==> src/rtl/hci_periph_job_pkg.sv <==
// Shared definitions for the HWPE peripheral job target: register map,
// STATUS layout and the job configuration record handed to the datamover.
package hci_periph_job_pkg;

    localparam int N_CFG_REGS = 13;

    // Command / status word indices
    localparam logic [4:0] REG_TRIGGER    = 5'd0;
    localparam logic [4:0] REG_FINISHED   = 5'd1;
    localparam logic [4:0] REG_STATUS     = 5'd2;
    localparam logic [4:0] REG_SOFT_CLEAR = 5'd3;

    // Staging word indices (same order as the fields of hci_job_cfg_t)
    localparam logic [4:0] REG_IN_PTR        = 5'd16;
    localparam logic [4:0] REG_OUT_PTR       = 5'd17;
    localparam logic [4:0] REG_LEN0          = 5'd18;
    localparam logic [4:0] REG_LEN1          = 5'd19;
    localparam logic [4:0] REG_IN_D0_STRIDE  = 5'd20;
    localparam logic [4:0] REG_IN_D1_STRIDE  = 5'd21;
    localparam logic [4:0] REG_IN_D2_STRIDE  = 5'd22;
    localparam logic [4:0] REG_OUT_D0_STRIDE = 5'd23;
    localparam logic [4:0] REG_OUT_D1_STRIDE = 5'd24;
    localparam logic [4:0] REG_OUT_D2_STRIDE = 5'd25;
    localparam logic [4:0] REG_TRANSP_MODE   = 5'd26;
    localparam logic [4:0] REG_EXT0          = 5'd27;
    localparam logic [4:0] REG_EXT1          = 5'd28;
    localparam logic [4:0] REG_CFG_FIRST     = REG_IN_PTR;
    localparam logic [4:0] REG_CFG_LAST      = REG_EXT1;

    // STATUS bit positions
    localparam int STAT_BUSY      = 0;
    localparam int STAT_FULL      = 1;
    localparam int STAT_OVERFLOW  = 2;
    localparam int STAT_DECERR    = 3;
    localparam int STAT_COUNT_LSB = 4;
    localparam int STAT_JOBID_LSB = 8;

    // One complete datamover job; two trailing words carry extension fields
    typedef struct packed {
        logic [31:0] in_ptr;
        logic [31:0] out_ptr;
        logic [31:0] len0;
        logic [31:0] len1;
        logic [31:0] in_d0_stride;
        logic [31:0] in_d1_stride;
        logic [31:0] in_d2_stride;
        logic [31:0] out_d0_stride;
        logic [31:0] out_d1_stride;
        logic [31:0] out_d2_stride;
        logic [31:0] transp_mode;
        logic [31:0] ext0;
        logic [31:0] ext1;
    } hci_job_cfg_t;

    // Byte-masked merge of a bus write into an existing word
    function automatic logic [31:0] be_merge(input logic [31:0] old_w,
                                             input logic [31:0] new_w,
                                             input logic [3:0]  be);
        logic [31:0] res;
        for (int b = 0; b < 4; b++)
            res[b*8 +: 8] = be[b] ? new_w[b*8 +: 8] : old_w[b*8 +: 8];
        return res;
    endfunction

endpackage

==> src/rtl/hci_periph_job_fifo.sv <==
// Small FIFO of arbitrary element type. A push is accepted only when not
// full at the start of the cycle, so a push into a full queue is dropped even
// if a pop happens in the same cycle. Flush empties the queue in one cycle.
module hci_periph_job_fifo #(
    parameter int  DEPTH = 2,
    parameter type T     = logic [31:0]
) (
    input  logic                       clk_i,
    input  logic                       rst_i,
    input  logic                       flush_i,
    input  logic                       push_i,
    input  T                           data_i,
    input  logic                       pop_i,
    output T                           data_o,
    output logic [$clog2(DEPTH+1)-1:0] count_o,
    output logic                       full_o,
    output logic                       empty_o
);

    localparam int CNT_W = $clog2(DEPTH + 1);
    localparam int PTR_W = (DEPTH > 1) ? $clog2(DEPTH) : 1;

    T                 r_mem [DEPTH];
    logic [PTR_W-1:0] r_wr_ptr;
    logic [PTR_W-1:0] r_rd_ptr;
    logic [CNT_W-1:0] r_count;

    logic w_push_ok;
    logic w_pop_ok;

    function automatic logic [PTR_W-1:0] next_ptr(input logic [PTR_W-1:0] p);
        return (p == PTR_W'(DEPTH - 1)) ? '0 : p + 1'b1;
    endfunction

    assign full_o    = (r_count == CNT_W'(DEPTH));
    assign empty_o   = (r_count == '0);
    assign count_o   = r_count;
    assign data_o    = r_mem[r_rd_ptr];
    assign w_push_ok = push_i & ~full_o;
    assign w_pop_ok  = pop_i & ~empty_o;

    // Storage write; no reset needed since occupancy decides what is visible
    // NOTE: memory contents are not reset; only pointers/count are, which keeps
    // the array as plain storage and stale entries are never observable.
    always_ff @(posedge clk_i) begin
        if (w_push_ok && !flush_i)
            r_mem[r_wr_ptr] <= data_i;
    end

    // Pointer and occupancy bookkeeping
    // NOTE: sequential state uses non-blocking assignments so every flop
    // samples the pre-edge value of the others regardless of statement order.
    always_ff @(posedge clk_i) begin
        if (rst_i || flush_i) begin
            r_wr_ptr <= '0;
            r_rd_ptr <= '0;
            r_count  <= '0;
        end else begin
            if (w_push_ok) r_wr_ptr <= next_ptr(r_wr_ptr);
            if (w_pop_ok)  r_rd_ptr <= next_ptr(r_rd_ptr);
            r_count <= r_count + CNT_W'(w_push_ok) - CNT_W'(w_pop_ok);
        end
    end

endmodule

==> src/rtl/hci_periph_job_target.sv <==
// Peripheral-bus target for one datamover: staging registers, TRIGGER into a
// job queue, completion counting/events and soft clear.
module hci_periph_job_target
    import hci_periph_job_pkg::*;
#(
    parameter int ID_WIDTH     = 8,
    parameter int N_CTX        = 2,
    parameter int JOB_ID_WIDTH = 4
) (
    input  logic                    clk_i,
    input  logic                    rst_i,
    input  logic                    req_i,
    output logic                    gnt_o,
    input  logic [31:0]             add_i,
    input  logic                    wen_i,
    input  logic [3:0]              be_i,
    input  logic [31:0]             data_i,
    input  logic [ID_WIDTH-1:0]     id_i,
    output logic [31:0]             r_data_o,
    output logic                    r_valid_o,
    output logic [ID_WIDTH-1:0]     r_id_o,
    output logic                    job_valid_o,
    input  logic                    job_ready_i,
    output hci_job_cfg_t            job_cfg_o,
    output logic [JOB_ID_WIDTH-1:0] job_id_o,
    input  logic                    done_i,
    output logic                    evt_o,
    output logic                    clear_o
);

    localparam int CNT_W = $clog2(N_CTX + 1);

    typedef struct packed {
        logic [JOB_ID_WIDTH-1:0] id;
        hci_job_cfg_t            cfg;
    } job_entry_t;

    logic [31:0]             r_stage [N_CFG_REGS];
    logic [JOB_ID_WIDTH-1:0] r_job_id;
    logic [31:0]             r_finished;
    logic [7:0]              r_outstanding;
    logic                    r_overflow;
    logic                    r_decerr;
    logic                    r_evt;
    logic                    r_clear;
    logic                    r_rvalid;
    logic [31:0]             r_rdata;
    logic [ID_WIDTH-1:0]     r_rid;

    logic [4:0]       w_idx;
    logic [3:0]       w_slot;
    logic             w_hi_ok, w_is_cfg, w_is_cmd;
    logic             w_wr, w_trigger, w_soft_clear, w_decerr;
    logic             w_pop, w_full, w_empty, w_busy, w_out_dec;
    logic [CNT_W-1:0] w_count;
    job_entry_t       w_push_entry, w_head;
    logic [31:0]      w_status, w_rd_val;
    logic             w_unused_addr;

    // Address decode; every request is granted immediately
    assign gnt_o         = req_i;
    assign w_idx         = add_i[6:2];
    assign w_slot        = 4'(w_idx - REG_CFG_FIRST);
    assign w_hi_ok       = (add_i[31:7] == '0);
    assign w_is_cfg      = w_hi_ok && (w_idx >= REG_CFG_FIRST) && (w_idx <= REG_CFG_LAST);
    assign w_is_cmd      = w_hi_ok && (w_idx <= REG_SOFT_CLEAR);
    assign w_wr          = req_i & ~wen_i;
    assign w_trigger     = w_wr & w_is_cmd & (w_idx == REG_TRIGGER);
    assign w_soft_clear  = w_wr & w_is_cmd & (w_idx == REG_SOFT_CLEAR);
    assign w_decerr      = req_i & ~(w_is_cfg | w_is_cmd);
    assign w_unused_addr = ^add_i[1:0];

    // Staging array viewed as a job record, in register-map order
    assign w_push_entry.id                = r_job_id;
    assign w_push_entry.cfg.in_ptr        = r_stage[0];
    assign w_push_entry.cfg.out_ptr       = r_stage[1];
    assign w_push_entry.cfg.len0          = r_stage[2];
    assign w_push_entry.cfg.len1          = r_stage[3];
    assign w_push_entry.cfg.in_d0_stride  = r_stage[4];
    assign w_push_entry.cfg.in_d1_stride  = r_stage[5];
    assign w_push_entry.cfg.in_d2_stride  = r_stage[6];
    assign w_push_entry.cfg.out_d0_stride = r_stage[7];
    assign w_push_entry.cfg.out_d1_stride = r_stage[8];
    assign w_push_entry.cfg.out_d2_stride = r_stage[9];
    assign w_push_entry.cfg.transp_mode   = r_stage[10];
    assign w_push_entry.cfg.ext0          = r_stage[11];
    assign w_push_entry.cfg.ext1          = r_stage[12];

    hci_periph_job_fifo #(
        .DEPTH (N_CTX),
        .T     (job_entry_t)
    ) u_fifo (
        .clk_i   (clk_i),
        .rst_i   (rst_i),
        .flush_i (w_soft_clear),
        .push_i  (w_trigger),
        .data_i  (w_push_entry),
        .pop_i   (w_pop),
        .data_o  (w_head),
        .count_o (w_count),
        .full_o  (w_full),
        .empty_o (w_empty)
    );

    // Head is masked so nothing stale leaks out while the queue is empty
    assign job_valid_o = ~w_empty;
    assign job_cfg_o   = w_empty ? '0 : w_head.cfg;
    assign job_id_o    = w_empty ? '0 : w_head.id;
    assign w_pop       = job_valid_o & job_ready_i;
    assign w_busy      = ~w_empty | (r_outstanding != '0);
    assign w_out_dec   = done_i & (r_outstanding != '0);

    // STATUS word and read-data mux
    // NOTE: every always_comb output gets a default first so no path can
    // leave it unassigned and infer a latch.
    always_comb begin
        w_status = '0;
        w_status[STAT_BUSY]                = w_busy;
        w_status[STAT_FULL]                = w_full;
        w_status[STAT_OVERFLOW]            = r_overflow;
        w_status[STAT_DECERR]              = r_decerr;
        w_status[STAT_COUNT_LSB +: 4]      = 4'(w_count);
        w_status[STAT_JOBID_LSB +: 8]      = 8'(r_job_id);
        w_rd_val = '0;
        if (w_is_cfg)
            w_rd_val = r_stage[w_slot];
        else if (w_is_cmd && w_idx == REG_FINISHED)
            w_rd_val = r_finished;
        else if (w_is_cmd && w_idx == REG_STATUS)
            w_rd_val = w_status;
    end

    // Bus response, one cycle after the handshake
    always_ff @(posedge clk_i) begin
        if (rst_i) begin
            r_rvalid <= 1'b0;
            r_rdata  <= '0;
            r_rid    <= '0;
        end else begin
            r_rvalid <= req_i;
            r_rid    <= req_i ? id_i : '0;
            r_rdata  <= (req_i && wen_i) ? w_rd_val : '0;
        end
    end

    // Staging registers, byte-masked writes
    always_ff @(posedge clk_i) begin
        if (rst_i || w_soft_clear) begin
            for (int i = 0; i < N_CFG_REGS; i++) r_stage[i] <= '0;
        end else if (w_wr && w_is_cfg) begin
            r_stage[w_slot] <= be_merge(r_stage[w_slot], data_i, be_i);
        end
    end

    // Job id, completion count, outstanding jobs and sticky flags
    always_ff @(posedge clk_i) begin
        if (rst_i || w_soft_clear) begin
            r_job_id      <= '0;
            r_finished    <= '0;
            r_outstanding <= '0;
            r_overflow    <= 1'b0;
            r_decerr      <= 1'b0;
        end else begin
            if (w_trigger && !w_full) r_job_id <= r_job_id + 1'b1;
            if (w_trigger && w_full)  r_overflow <= 1'b1;
            if (w_decerr)             r_decerr <= 1'b1;
            if (done_i)               r_finished <= r_finished + 32'd1;
            r_outstanding <= r_outstanding + 8'(w_pop) - 8'(w_out_dec);
        end
    end

    // Completion event and soft-clear pulses
    always_ff @(posedge clk_i) begin
        if (rst_i) begin
            r_evt   <= 1'b0;
            r_clear <= 1'b0;
        end else begin
            r_evt   <= done_i;
            r_clear <= w_soft_clear;
        end
    end

    assign r_valid_o = r_rvalid;
    assign r_data_o  = r_rdata;
    assign r_id_o    = r_rid;
    assign evt_o     = r_evt;
    assign clear_o   = r_clear;

endmodule

==> config.mk <==
export PLATFORM = sky130hd
export DESIGN_NAME = hci_periph_job_target
export DESIGN_NICKNAME = d
export VERILOG_FILES = /design/src/rtl/hci_periph_job_pkg.sv /design/src/rtl/hci_periph_job_fifo.sv /design/src/rtl/hci_periph_job_target.sv
export SDC_FILE = /design/constraint.sdc
export NUM_CORES = 2
export LEC_CHECK = 0
export BUFFER_PORTS_ARGS = -buffer_cell sky130_fd_sc_hd__buf_2
export CAP_MARGIN = 15
export CORE_MARGIN = 1
export CORE_UTILIZATION = 64
export DETAILED_ROUTE_END_ITERATION = 10
export PLACE_DENSITY_LB_ADDON = 0.3
export SLEW_MARGIN = 15
export SYNTH_ARGS = -nofsm -noshare
export SYNTH_HDL_FRONTEND = slang
export SYNTH_SLANG_ARGS = --single-unit
==> constraint.sdc <==
create_clock -name clk_i -period 44.7 [get_ports clk_i]
set_clock_uncertainty 0.2 [all_clocks]
set_input_delay 4.47 -clock clk_i [delete_from_list [all_inputs] [get_ports clk_i]]
set_output_delay 4.47 -clock clk_i [all_outputs]
set_load 0.02 [all_outputs]
==> results.ini <==
[critical_path]
start_kind = flip-flop
critical_path_class = flip-flop to primary output
cp_data_arrival_time_ns = 5.32
required_ns = 40.03
crit_fanout = 58
crit_path_end_kind = primary output

[global_route]
grt_pass1_vias = 32540
grt_use_total_pct = 32.83
grt-ovfl-total = 0
antenna_found_initial = 5
grt_pass1_wl_mm = 212.1
grt_max_degree = 212

[placed_design]
gp_congestion = 0.9173
numPortBuffers = 544
hpwl_mm = 93.58

[job]
drv_cap = 0

[floorplanning]
placement_rows = 109
die_x_um = 302.5
die_h_um = 302.5
die_area_um2 = 91520
core_region_area_um2 = 88920
ioPinCount = 547
start_util_pct = 65.01

[sta]
timing.final.crit_share_pct = 22.34
fin_crit_ns = 9.985
setup_viol = 0
rsz0062_at_grt = no
hold_viol = 0
maxSlewViolCount = 0
slew_headroom_pct = 15.28
clock.fmax_mhz = 100.2
setup_tns_ns = 0
tightest_slew_ns = 1.271

[clock_tree]
clkSlewWorstSetupHoldPaths_ns = 0.06
cts_tree = done
cts_setup_buffers = 0
ctsHoldBuffers = 0
cts_buffers = 142
post_cts_resized = 0
clock_latency_ns = 0.75
htree_levels = 4
root_buffer = clkbuf_16
cts_sinks = 1446
clockBufferDepth = 3

[final_layout]
multi_input_area_um2 = 14390
nNetsFinal = 4289
ff_latch_area_um2 = 42480
n_fill_cell = 5346
drive_gt1_share_pct = 24.58
syn_to_final_growth_pct = 14.76

[pwr]
p_per_area_nw_per_um2 = 47.74
switching_share_pct = 26.69
clockPowerShare_pct = 37.2
power_frac_seq_pct = 48.0
p_int_uw = 2322
power.total_uw = 3167
p_sw_uw = 845.1
p_leak_uw = 0.02391
p_comb_share_pct = 14.8
ir_worst_vdd_mv = 0.04434

[synthesis]
syn_inst = 3593
yosysMostFrequentCell = edfxtp_1
synth-async-reset-ratio_pct = 0
ys_types = 59
synth_area_leaders = edfxtp_1 70%, mux2i_1 8.0%, nor2_1 5.7%
synth_edf_count = 1352
synth_common_cells = 1352 x edfxtp_1, 874 x nor2_1, 462 x mux2i_1
ys_ff_latch = 1446
synth-seq-area-share_pct = 73.49
synth_area_um2 = 57800
synth_ff_type = edfxtp_1
synth_top_cell_area_share_pct = 70.24
yosysWarningCount = 0
synth_top_area_cell = edfxtp_1
synth_area_per_cell_um2 = 16.09

[route]
wirelength_mm = 151.5
wire_per_inst_um = 27.67
drc = 0
via_count = 33490
drtPass1Iterations = 5
via_per_inst = 6.117
drtIter0Drc = 3781
ant_nets = 0

[min_path]
hold_path_class = flip-flop to flip-flop

[outcome]
status = finished, final reports clean

-- per-stage QoR --
stage	cell area (µm²)	utilization [%]	worst slack, ns	hold slack, ns	std cells
4_1_cts	66340	74.60	34.67	0.2616	5473
5_1_grt	66340	74.60	34.48	0.2776	5474
6_report	66340	74.60	34.71	0.2662	5474
2_1_floorplan	58160	-	20.40	0.2376	3688
3_3_place_gp	61720	69.41	35.23	0.2435	5213
3_5_place_dp	61720	69.41	35.23	0.2530	5213
-- layout make-up --
type                            instances  share of cell area, %
Sequential cell                      1446                  64.04
Multi-Input combinational cell       1957                  21.69
Clock buffer                          178                  5.858
Timing Repair Buffer                  596                  4.834
Tap cell                             1165                  2.197
Clock inverter                         82                  1.096
Inverter                               49                 0.2773
Antenna cell                            1               0.003772
-- worst max-delay path, cell delays in order, from the launching register on --
cell and delay, ns:
dfxtp_4 0.88, buf_4 0.87, buf_4 0.89, buf_4 0.91
mux2i_1 0.19, nor2_1 0.37, buf_2 0.25
-- routing by layer --
layer | part of all wire (%) | up-vias | GRT usage [%] | routed length, µm
met2 | 50 | 1968 | 54.17 | 76230
li1 | - | 14400 | - | -
met1 | 35 | 16800 | 41.95 | 53600
met5 | 0 | - | 0 | 0
met3 | 9.3 | 318 | 6.516 | 14120
met4 | 5.0 | 0 | 16.40 | 7515
-- placed cells by master (no fill, tap or decap), types with 10 or more instances in the layout --
cell | Yosys | layout
dfxtp_1 | 94 | 93
conb_1 | 1 | 96
nor2_1 | 874 | 871
a22o_1 | 22 | 22
nand2_1 | 36 | 23
and2_1 | 13 | 13
nand3_1 | 22 | 13
mux2i_4 | 24 | 24
clkbuf_16 | 0 | 148
mux2i_1 | 462 | 462
nor4_1 | 16 | 16
buf_4 | 17 | 47
o22ai_1 | 24 | 24
nand4_1 | 15 | 15
clkinv_2 | 0 | 34
ha_1 | 14 | 14
clkbuf_1 | 104 | 23
xnor2_1 | 29 | 29
nand2_2 | 0 | 13
edfxtp_1 | 1352 | 1352
inv_1 | 33 | 33
buf_2 | 52 | 541
o21a_1 | 10 | 10
nor2_2 | 36 | 36
nor3_1 | 10 | 10
a21oi_1 | 29 | 29
clkinv_1 | 0 | 22
xor2_1 | 14 | 14
mux4_2 | 128 | 128
inv_2 | 16 | 16
-- sequential cells by signal, indices dropped and copies added (netlist names), named ones only --
| name | count |
|---|---|
| r_decerr | 1 |
| r_job_id | 4 |
| evt_o | 1 |
| clear_o | 1 |
| r_overflow | 1 |
| r_finished | 32 |
| r_stage | 512 |
| r_outstanding | 8 |
| r_id_o | 8 |
| r_valid_o | 1 |
| u_fifo.r_wr_ptr | 1 |
| u_fifo.r_mem | 840 |
| r_data_o | 32 |
| u_fifo.count_o | 2 |
| u_fifo.r_rd_ptr | 1 |
-- worst paths after layout --
check	startpoint	end	slack (ns)	cells after the start
setup reg to reg	u_fifo.count_o[1]	r_data_o[0]	41.13	6
hold reg to reg	r_stage[0][7]	u_fifo.r_mem[1][391]	0.27	0
hold / removal	r_stage[0][7]	u_fifo.r_mem[1][391]	0.27	0
setup / recovery	flip-flop	job_cfg_o[163]	34.71	6
-- kinds of logic (layout without fill, tap and decap cells) --
family                   Yosys count  after routing  synth area share [%]
AO/OA/AOI/OAI                    117            117                 1.416
adder cells (fa/ha/maj)           15             15                0.3377
multiplexers                     622            622                 14.08
buffers and inverters            285            905                 2.418
AND/OR/NAND/NOR                 1064           1064                 7.602
flip-flops                      1446           1446                 73.49
other                              1             97              0.006487
XOR/XNOR                          43             43                0.6515
-- power by group through the flow --
| stage | clock, µW | combinational (µW) | sequential, µW |
|---|---|---|---|
| 3_5_place_dp | 0 | 467 | 1550 |
| 6_report | 1180 | 469 | 1520 |
| 4_1_cts | 1180 | 469 | 1520 |
| 2_1_floorplan | 0 | 311 | 1540 |
| 3_3_place_gp | 0 | 461 | 1550 |
| 5_1_grt | 1230 | 494 | 1520 |
(Power assumes the default switching activity.)
